### src/rtl/result_trace_buffer_pkg.sv
// ---------------------------------------------------------------------------
// trace_pkg : shared types and constants for the ALU result trace buffer.
//   trace_state_e : capture FSM states (IDLE, ARMED, CAPTURE, DONE)
//   MODE_STOP/WRAP: storage mode selected at arm time
//   TS_W          : timestamp width used when TRACE_TIMESTAMP_EN is defined
// ---------------------------------------------------------------------------
package trace_pkg;

   typedef enum logic [1:0] {
      IDLE    = 2'd0,
      ARMED   = 2'd1,
      CAPTURE = 2'd2,
      DONE    = 2'd3
   } trace_state_e;

   localparam logic MODE_STOP = 1'b0;
   localparam logic MODE_WRAP = 1'b1;

   localparam int TS_W = 16;

endpackage

### src/rtl/result_trace_buffer_ram.sv
// ---------------------------------------------------------------------------
// trace_ram : DEPTH x WIDTH trace storage.
//   One synchronous write port (we/waddr/wdata, rising clk) and one
//   asynchronous read port (raddr -> rdata). Contents are not reset.
// Ports:
//   clk   in   system clock
//   we    in   write enable
//   waddr in   write address
//   wdata in   write data
//   raddr in   read address
//   rdata out  read data (combinational)
// ---------------------------------------------------------------------------
module trace_ram #(
   parameter int DEPTH = 16,
   parameter int WIDTH = 19,
   parameter int AW    = $clog2(DEPTH)
) (
   input  logic             clk,
   input  logic             we,
   input  logic [AW-1:0]    waddr,
   input  logic [WIDTH-1:0] wdata,
   input  logic [AW-1:0]    raddr,
   output logic [WIDTH-1:0] rdata
);

   logic [WIDTH-1:0] mem_r [DEPTH];

   // Storage write port.
   always_ff @(posedge clk) begin
      if (we) begin
         mem_r[waddr] <= wdata;
      end
   end

   assign rdata = mem_r[raddr];

endmodule

### src/rtl/result_trace_buffer.sv
// ---------------------------------------------------------------------------
// result_trace_buffer : on-chip capture buffer for the CPU alu_result stream.
//   A pulse on arm starts a run (optionally waiting for trig_value), samples
//   are stored in stop-on-full or wrap mode, and after stop (or full) the
//   entries are read out oldest-first over a valid/ready port.
// Optional feature macro: TRACE_TIMESTAMP_EN (adds a 16-bit saturating cycle
//   timestamp per entry and the rd_ts output).
// Ports:
//   clk, reset_n         clock, asynchronous active-low reset
//   arm, stop            single-cycle run control pulses
//   mode, trig_en,
//   trig_value           run configuration, sampled at arm
//   sample_valid,
//   sample_data          sample stream
//   rd_ready             consumer accept
//   rd_valid, rd_data    oldest stored entry (DONE only)
//   count                entries held, 0..DEPTH
//   state                FSM state (trace_state_e encoding)
//   overflow             sticky wrap-overwrite flag for the current run
//   rd_ts                timestamp of rd_data entry (TRACE_TIMESTAMP_EN only)
// ---------------------------------------------------------------------------
module result_trace_buffer
   import trace_pkg::*;
#(
   parameter int DATA_W = 19,
   parameter int DEPTH  = 16
) (
   input  logic                       clk,
   input  logic                       reset_n,
   input  logic                       arm,
   input  logic                       stop,
   input  logic                       mode,
   input  logic                       trig_en,
   input  logic [DATA_W-1:0]          trig_value,
   input  logic                       sample_valid,
   input  logic [DATA_W-1:0]          sample_data,
   input  logic                       rd_ready,
   output logic                       rd_valid,
   output logic [DATA_W-1:0]          rd_data,
   output logic [$clog2(DEPTH):0]     count,
   output logic [1:0]                 state,
   output logic                       overflow
`ifdef TRACE_TIMESTAMP_EN
   ,
   output logic [TS_W-1:0]            rd_ts
`endif
);

   localparam int PTR_W = $clog2(DEPTH);
`ifdef TRACE_TIMESTAMP_EN
   localparam int MEM_W = DATA_W + TS_W;
`else
   localparam int MEM_W = DATA_W;
`endif

   localparam logic [PTR_W-1:0] PTR_ONE  = PTR_W'(1);
   localparam logic [PTR_W:0]   CNT_ONE  = (PTR_W+1)'(1);
   localparam logic [PTR_W:0]   CNT_ZERO = (PTR_W+1)'(0);
   localparam logic [PTR_W:0]   CNT_FULL = (PTR_W+1)'(DEPTH);
   localparam logic [PTR_W:0]   CNT_LAST = (PTR_W+1)'(DEPTH - 1);

   trace_state_e        state_r,      state_nxt_s;
   logic                mode_r,       mode_nxt_s;
   logic [DATA_W-1:0]   trig_value_r, trig_value_nxt_s;
   logic [PTR_W-1:0]    wr_ptr_r,     wr_ptr_nxt_s;
   logic [PTR_W-1:0]    rd_ptr_r,     rd_ptr_nxt_s;
   logic [PTR_W:0]      count_r,      count_nxt_s;
   logic                overflow_r,   overflow_nxt_s;
   logic                we_s;
   logic                trig_hit_s;
   logic                full_s;
   logic [MEM_W-1:0]    wdata_s;
   logic [MEM_W-1:0]    rdata_s;

   assign trig_hit_s = sample_valid && (sample_data == trig_value_r);
   assign full_s     = (count_r == CNT_FULL);

   // Next-state, pointer and counter logic for the capture FSM.
   always_comb begin
      state_nxt_s      = state_r;
      mode_nxt_s       = mode_r;
      trig_value_nxt_s = trig_value_r;
      wr_ptr_nxt_s     = wr_ptr_r;
      rd_ptr_nxt_s     = rd_ptr_r;
      count_nxt_s      = count_r;
      overflow_nxt_s   = overflow_r;
      we_s             = 1'b0;

      case (state_r)
         IDLE: begin
            if (arm) begin
               mode_nxt_s       = mode;
               trig_value_nxt_s = trig_value;
               wr_ptr_nxt_s     = '0;
               rd_ptr_nxt_s     = '0;
               count_nxt_s      = CNT_ZERO;
               overflow_nxt_s   = 1'b0;
               state_nxt_s      = trig_en ? ARMED : CAPTURE;
            end else begin
               state_nxt_s = IDLE;
            end
         end

         ARMED: begin
            // The matching sample is the first entry of the run.
            if (trig_hit_s) begin
               we_s         = 1'b1;
               wr_ptr_nxt_s = wr_ptr_r + PTR_ONE;
               count_nxt_s  = count_r + CNT_ONE;
               state_nxt_s  = CAPTURE;
            end else begin
               state_nxt_s = ARMED;
            end
            // A stop with a same-cycle trigger keeps that entry for readout.
            if (stop) begin
               state_nxt_s = trig_hit_s ? DONE : IDLE;
            end else begin
               state_nxt_s = state_nxt_s;
            end
         end

         CAPTURE: begin
            if (sample_valid) begin
               if (!full_s) begin
                  we_s         = 1'b1;
                  wr_ptr_nxt_s = wr_ptr_r + PTR_ONE;
                  count_nxt_s  = count_r + CNT_ONE;
                  if ((mode_r == MODE_STOP) && (count_r == CNT_LAST)) begin
                     state_nxt_s = DONE;
                  end else begin
                     state_nxt_s = CAPTURE;
                  end
               end else if (mode_r == MODE_WRAP) begin
                  // Ring overwrite: oldest entry is dropped, read pointer follows.
                  we_s           = 1'b1;
                  wr_ptr_nxt_s   = wr_ptr_r + PTR_ONE;
                  rd_ptr_nxt_s   = rd_ptr_r + PTR_ONE;
                  overflow_nxt_s = 1'b1;
               end else begin
                  we_s = 1'b0;
               end
            end else begin
               we_s = 1'b0;
            end
            if (stop) begin
               state_nxt_s = DONE;
            end else begin
               state_nxt_s = state_nxt_s;
            end
         end

         DONE: begin
            if (count_r == CNT_ZERO) begin
               state_nxt_s = IDLE;
            end else if (rd_ready) begin
               rd_ptr_nxt_s = rd_ptr_r + PTR_ONE;
               count_nxt_s  = count_r - CNT_ONE;
               state_nxt_s  = (count_r == CNT_ONE) ? IDLE : DONE;
            end else begin
               state_nxt_s = DONE;
            end
         end

         default: begin
            state_nxt_s = IDLE;
         end
      endcase
   end

   // FSM and run bookkeeping registers.
   always_ff @(posedge clk or negedge reset_n) begin
      if (!reset_n) begin
         state_r      <= IDLE;
         mode_r       <= MODE_STOP;
         trig_value_r <= '0;
         wr_ptr_r     <= '0;
         rd_ptr_r     <= '0;
         count_r      <= CNT_ZERO;
         overflow_r   <= 1'b0;
      end else begin
         state_r      <= state_nxt_s;
         mode_r       <= mode_nxt_s;
         trig_value_r <= trig_value_nxt_s;
         wr_ptr_r     <= wr_ptr_nxt_s;
         rd_ptr_r     <= rd_ptr_nxt_s;
         count_r      <= count_nxt_s;
         overflow_r   <= overflow_nxt_s;
      end
   end

`ifdef TRACE_TIMESTAMP_EN
   logic [TS_W-1:0] ts_r;

   // Saturating run-relative cycle counter.
   always_ff @(posedge clk or negedge reset_n) begin
      if (!reset_n) begin
         ts_r <= '0;
      end else if ((state_r == IDLE) && arm) begin
         ts_r <= '0;
      end else if (((state_r == ARMED) || (state_r == CAPTURE)) && (ts_r != 16'hFFFF)) begin
         ts_r <= ts_r + 16'd1;
      end
   end

   assign wdata_s = {ts_r, sample_data};
   assign rd_ts   = rd_valid ? rdata_s[MEM_W-1:DATA_W] : '0;
`else
   assign wdata_s = sample_data;
`endif

   trace_ram #(
      .DEPTH (DEPTH),
      .WIDTH (MEM_W),
      .AW    (PTR_W)
   ) u_ram (
      .clk   (clk),
      .we    (we_s),
      .waddr (wr_ptr_r),
      .wdata (wdata_s),
      .raddr (rd_ptr_r),
      .rdata (rdata_s)
   );

   assign rd_valid = (state_r == DONE) && (count_r != CNT_ZERO);
   assign rd_data  = rd_valid ? rdata_s[DATA_W-1:0] : '0;
   assign count    = count_r;
   assign state    = state_r;
   assign overflow = overflow_r;

endmodule
### config.mk
export PLATFORM = sky130hd
export DESIGN_NAME = result_trace_buffer
export DESIGN_NICKNAME = d
export VERILOG_FILES = /design/src/rtl/result_trace_buffer_pkg.sv /design/src/rtl/result_trace_buffer_ram.sv /design/src/rtl/result_trace_buffer.sv
export SDC_FILE = /design/constraint.sdc
export NUM_CORES = 1
export LEC_CHECK = 0
export ABC_CLOCK_PERIOD_IN_PS = 3400
export BUFFER_PORTS_ARGS = -buffer_cell sky130_fd_sc_hd__buf_2
export CORE_ASPECT_RATIO = 0.75
export CORE_MARGIN = 2
export CORE_UTILIZATION = 49
export DETAILED_ROUTE_END_ITERATION = 16
export GPL_TIMING_DRIVEN = 0
export PLACE_DENSITY = 0.67
export SLEW_MARGIN = 25
export SYNTH_ARGS = -nofsm -noshare
export SYNTH_HDL_FRONTEND = slang
export SYNTH_HIERARCHICAL = 1
export SYNTH_SLANG_ARGS = --single-unit
### constraint.sdc
create_clock -name clk -period 3.4 [get_ports clk]
set_input_delay 0.51 -clock clk [delete_from_list [all_inputs] [get_ports clk]]
set_output_delay 0.51 -clock clk [all_outputs]
set_load 0.01 [all_outputs]
## Yosys cells after proc, flatten, opt, wreduce, memory -nomap -nowiden

Memory sizes are Yosys's and may differ from the RTL's.
Cells that the tools add are included.

- Bitwise gates (word level): 1
- $mul: 0
- Reduce and logical (&&, ||, !) cells: 15
- Mux-type cells: 45
- Magnitude comparators: 0
- Shift-type cells: 0
- $add $sub $neg: 4
- Divide/modulo/power cells: 0
- Equality and inequality tests: 18

Operator list:

| cell | number |
|---|---|
| 4-bit 2-to-1 mux | 10 |
| 5-bit 2-to-1 mux | 6 |
| 4-bit one-hot mux with 3 select lines | 2 |
| 2-bit 2-to-1 mux | 11 |
| 5-bit one-hot mux with 4 select lines | 1 |
| 19-bit == test | 1 |
| 19-bit 2-to-1 mux | 1 |
| 2-bit != test (second input constant) | 8 |
| 1-bit 2-to-1 mux | 11 |
| 5-bit AND reduction | 2 |
| 3-bit != test (second input constant) | 3 |
| 4-bit by 1-bit adder with 4-bit output (second input constant) | 2 |
| 2-bit one-hot mux with 4 select lines | 1 |
| 7-bit AND reduction | 1 |
| 6-bit AND reduction | 1 |
| 3-bit nonzero test | 2 |
| 5-bit by 1-bit adder with 5-bit output (second input constant) | 1 |
| 5-bit by 1-bit == test with 1-bit output (second input constant) | 1 |
| 5-bit by 4-bit == test with 1-bit output (second input constant) | 1 |
| 5-bit == test (second input constant) | 1 |
| 5-bit zero test | 1 |
| 5-bit nonzero test | 1 |
| 5-bit by 1-bit subtractor with 5-bit output (second input constant) | 1 |
| 2-bit == test (second input constant) | 2 |
| 7 further kinds | 11 |

- Bits in writable memories: 304
- Input port bits: 46
- Logic and storage cells: 91
- Output and inout port bits: 28
- Bits in latches: 0
- Register bits after elaboration: 36
- ROM bits: 0
- Memories: 1

Memory list:

| memory | depth | width | read ports | clocked after memory_dff | wr ports | RTL line | text |
|---|---|---|---|---|---|---|---|
| u_ram.mem_r | 16 | 19 | 1 | 0 | 1 | result_trace_buffer_ram.sv:26 | `logic [WIDTH-1:0] mem_r [DEPTH];` |

## Depth between registers and ports, before layout

- Word-level depth: 7
- Depth in mapped cells: 10
- Depth with buffers taken out: 8

## By module

Netlist, hierarchy kept.

Modules (own cells, without submodules):

| module | area each (µm²) | sequential area each (µm²) | cells each | instances |
|---|---|---|---|---|
| trace_ram | 11466.0 | 9128.8 | 488 | 1 |
| result_trace_buffer | 2432.3 | 900.9 | 247 | 1 |

## Worst setup path before layout

No wires, ideal clock.

- Path type: in2reg
- Start point: input sample_data[9]
- End point: memory u_ram.mem_r[0][0], enable pin
- Data arrival time: 3475 ps
- Stages on the path: 8
- Setup time: 419 ps
- Slack: -493 ps
- Path buffers: 0
- Data required time: 2981 ps
- Cells stage by stage: xor2_1 nor4_1 nand4_1 nor2_1 nand2_1 a21boi_0 or3b_2 nor3_1

- Cells in the longest elaborated chain, start to end: 6

RTL lines:

| item | RTL line | text |
|---|---|---|
| start: declaration | result_trace_buffer.sv:36 | `input logic [DATA_W-1:0] sample_data,` |
| 19-bit == test | result_trace_buffer.sv:75 | `assign trig_hit_s = sample_valid && (sample_data == trig_value_r);` |
| 1-bit logical AND | result_trace_buffer.sv:75 |  |
| 1-bit 2-to-1 mux | result_trace_buffer.sv:106 | `if (trig_hit_s) begin` |
| 1-bit one-hot mux with 2 select lines | result_trace_buffer.sv:89 | `case (state_r)` |
| net we_s | result_trace_buffer.sv:69 | `logic we_s;` |
| 1-bit 2-to-1 mux | result_trace_buffer_ram.sv:30 | `if (we) begin` |
| 1-bit 2-to-1 mux (implied by the code) | result_trace_buffer_ram.sv:31 | `mem_r[waddr] <= wdata;` |
| end: declaration | result_trace_buffer_ram.sv:26 |  |

The timed path passes the listed nets, and every way through them passes these cells.

## Worst setup path after layout

- Start point: register rd_ptr_r[1]
- End point: output rd_data[14]

- Cells in the longest elaborated chain, start to end: 2

RTL lines:

| item | RTL line | text |
|---|---|---|
| start: declaration | result_trace_buffer.sv:66 | `logic [PTR_W-1:0] rd_ptr_r, rd_ptr_nxt_s;` |
| start signal: assignment | result_trace_buffer.sv:185 | `rd_ptr_r <= rd_ptr_nxt_s;` |
| memory read 16 x 19 bit | - |  |
| net rdata_s[14] | result_trace_buffer.sv:73 | `logic [MEM_W-1:0] rdata_s;` |
| 19-bit 2-to-1 mux | result_trace_buffer.sv:225 | `assign rd_data = rd_valid ? rdata_s[DATA_W-1:0] : '0;` |
| end: declaration | result_trace_buffer.sv:39 | `output logic [DATA_W-1:0] rd_data,` |

The timed path passes the listed nets, and every way through them passes these cells.

==> qor_table.md <==
| Item | Reported |
| --- | --- |
| Worst min path class | input port to asynchronous set/reset pin |
| Row count | 53 |
| TritonCTS clock tree | done |
| Run status | complete, no violations |
| Setup TNS | 0 ns |
| Number of library cell types mapped by synthesis | 59 |
| Category of the most critical setup path | flip-flop to primary output |
| CP most frequent cell | buf_2 |
| First-pass GRT wire length | 47,500 um |
| Number of remaining DRC errors | 0 |
| Per-cell via count in the routed design | 5.96 |
| Leading cell types by total area after synthesis | edfxtp_1 (66%), mux4_2 (12%), dfrtp_1 (6.5%) |
| Warning count from the yosys run | 6 |
| Via total after detailed routing | 7,641 |
| Area Growth Syn to Fin | 18.2% |
| Flip-flop and latch count after synthesis | 340 |
| Slowest cell on crit path | dfrtp_1 |
| Number of H-tree levels | 2 |
| Fraction of layout instances using a drive strength above 1 | 0.336 |
| Max Fclk | 0.300 GHz |
| Latest clock arrival within the worst-skew pair | 0.52 ns |
| Total half-perimeter wirelength after legalization and detailed placement | 20,400 um |
| Async set-reset flop share out of synthesis | 0.106 |
| Netlist area before placement | 13,900 um2 |
| Count of port buffers added during placement | 73 |
| GR Util All Layers | 0.222 |
| Top-count cell post-synth | edfxtp_1 |
| Initial antenna violation count | 0 |
| Crit. End Element | primary output |
| Vias in the first global route | 7,775 |
| Placeable Area | 28,000 um2 |
| Top-area cell type share of the netlist area | 0.657 |
| Nets in the synthesized netlist | 793 |
| Violation count after the first detailed-routing iteration | 782 |
| NumNets Final | 930 |
| Total of fill cells in the finished design | 2,060 |
| Number of maximum-capacitance violations | 0 |
| Post-route core utilization | 0.587 |
| Cell at the root of the clock tree | clkbuf_16 |
| Pwr Density | 652 nW/um2 |
| Cell Chain, Critical Path | clkbuf_4 > buf_2 > mux4_2 > a22oi_1 > nand2_1 > and3_1 > buf_2 |
| Transition time of the tightest slew-check pin | 0.836 ns |
| Critical path peak fanout | 10 |
| Slack of the worst reg-to-reg path | 0.15 ns |
| Slew HR | 0.443 |
| Unrepaired setup endpoints after global routing | no |
| Sum of overflow across all layers after global routing | 0 |
| Number of hold violations in the final report | 0 |
| Post-detailed-route wirelength per cell | 25.1 um |
| Die extent in x | 198 um |
| Launching element type of the critical path | flip-flop |
| Number of routed nets with antenna violations | 0 |
| Top-level port count | 74 |
| Arrival time reported for the critical path endpoint | 2.82 ns |
| Maximum number of pins on one net before global-route repair | 37 |
| Starting utilization of the core area | 0.497 |
| Die boundary height | 150 um |
| Most used flip-flop cell after synthesis | edfxtp_1 |
| Req. time, crit path | 2.89 ns |
| Static leakage power | 5.61 nW |
| Worst clock skew on the final layout | 0.0232 ns |
| Avg Inst Size Synth | 18.9 um2 |
| Clock Pin Slew Worst Setup and Hold Paths | 0.06 ns |
| Number of cells on the worst reg-to-reg path | 9 |
| Synth area leader | edfxtp_1 |
| Top post-synthesis cells by count | edfxtp_1 (304), mux4_2 (76), nand2_1 (43), a22oi_1 (39), dfrtp_1 (36) |
| Die footprint | 29,700 um2 |
| Largest stage delay, worst path | 0.53 ns |
| Largest vdd supply drop | 0.418 mV |
| Cells after synthesis | 735 |
| TritonCTS buffer count | 35 |
| Final critical path time including I/O delays and setup | 3.33 ns |
| Setup Viol. Count Final | 0 |
| Final Slew Violations | 0 |
| Post-detailed-routing wire length | 32,100 um |
| Share of the cycle needed by the critical path after routing | 0.980 |
| Number of clock sinks seen by CTS | 340 |
| Ant. Diodes | 0 |
| Post-synthesis sequential area ratio | 0.722 |
| Number of synthesized flops with an enable pin | 304 |
| CTS Buffer Depth | 3 |
| Final weighted congestion in routability-driven placement | 0.836 |
| Iteration count of the initial detailed-routing pass | 5 |
==> registers in the layout (all words and copies together) (netlist names) <==
signal	flops
count	5
mode_r	1
state	2
u_ram/mem_r	304
trig_value_r	19
wr_ptr_r	4
overflow	1
rd_ptr_r	4
==> path summary, 6_finish.rpt <==
kind,from,end
max in group asynchronous,reset_n,rd_ptr_r[0]$_DFFE_PN0P_
min,reset_n,trig_value_r[9]$_DFFE_PN0P_
max reg2reg,trig_value_r[12]$_DFFE_PN0P_,u_ram/mem_r[0][6]$_DFFE_PP_
max,rd_ptr_r[1]$_DFFE_PN0P_,rd_data[14]
min in group clk,trig_value[2],trig_value_r[2]$_DFFE_PN0P_
min reg2reg,overflow$_DFFE_PN0P_,overflow$_DFFE_PN0P_
==> where the power goes <==
part | switching (mW) | leakage [nW] | internal [mW]
registers | 0.208 | 3.18 | 4.74
logic | 1.18 | 1.91 | 0.955
clock network | 1.53 | 0.519 | 2.10
==> timing repair <==
action | CTS | global route
hold buffers | 0 | 0
resized for setup | 10 | 13
pin swaps | 8 | 9
hold endpoints to repair | 0 | 0
endpoints found under the setup margin | 323 | 171
buffers inserted | 14 | 10
gates cloned | 0 | 0
==> per-stage QoR <==
step | hold slack (ns) | std cells | setup WS, ns | cell area, um2 | power (mW)
after global routing | 0.145 | 1281 | 0.00886 | 16400 | 11.1
after global placement | 0.477 | 1193 | -1.46 | 14800 | 6.99
after detailed placement | 0.489 | 1199 | -0.864 | 15000 | 7.16
after CTS | 0.100 | 1272 | 0.0145 | 16200 | 10.8
final | 0.0939 | 1281 | 0.0685 | 16400 | 10.7
after floorplan | 0.214 | 735 | 0.0280 | 13900 | 6.47
==> critical path, delay by kind of cell, from the launching register on <==
| kind | cells | cell delay, ns |
|---|---|---|
| buf+inv | 3 | 0.80 |
| simple gates | 2 | 0.28 |
| mux | 1 | 0.35 |
| compound gates | 1 | 0.35 |
| flops | 1 | 0.53 |
==> logic make-up after synthesis <==
logic type      Yosys count  share of synthesized area
compound gates           76                     0.0402
xor+xnor                 23                     0.0145
fa+ha+maj                12                     0.0108
buf+inv                  47                     0.0184
flops                   340                      0.722
mux                     100                      0.142
simple gates            137                     0.0522
==> area by class of cell <==
cell class / count / area [um2] / area share
plain buffers: 35 / 231 / 0.0141
clock buffers: 48 / 946 / 0.0576
clock inverters: 13 / 123 / 0.00746
inverters: 9 / 33.8 / 0.00206
multi-input cells: 348 / 3770 / 0.230
flip-flops and latches: 340 / 10000 / 0.610
well taps: 385 / 482 / 0.0293
repair buffers: 103 / 812 / 0.0494
==> cell usage in the layout (no fill, tap or decap), types with 12 or more instances in the layout <==
master,netlist,routed
clkbuf_1,17,20
edfxtp_1,304,304
nor2_4,0,12
and3_1,19,19
buf_12,0,13
dfrtp_1,36,35
nand2_1,43,43
ha_1,12,12
mux4_2,76,76
xor2_1,22,22
a22oi_1,39,36
buf_2,9,78
buf_4,1,13
clkbuf_16,0,36
mux2_2,21,21
==> per-layer routing <==
metal  up-vias  global-route usage  wire [um]  part of all wire
met5         -                   0          0                 0
met4         0              0.0567        520             0.016
met3        56              0.0444       2530             0.079
met2       347               0.349      15300              0.48
met1      3981               0.321      13800              0.43
li1       3257                   -          -                 -
No activity file was read; power rests on OpenSTA's default activity.
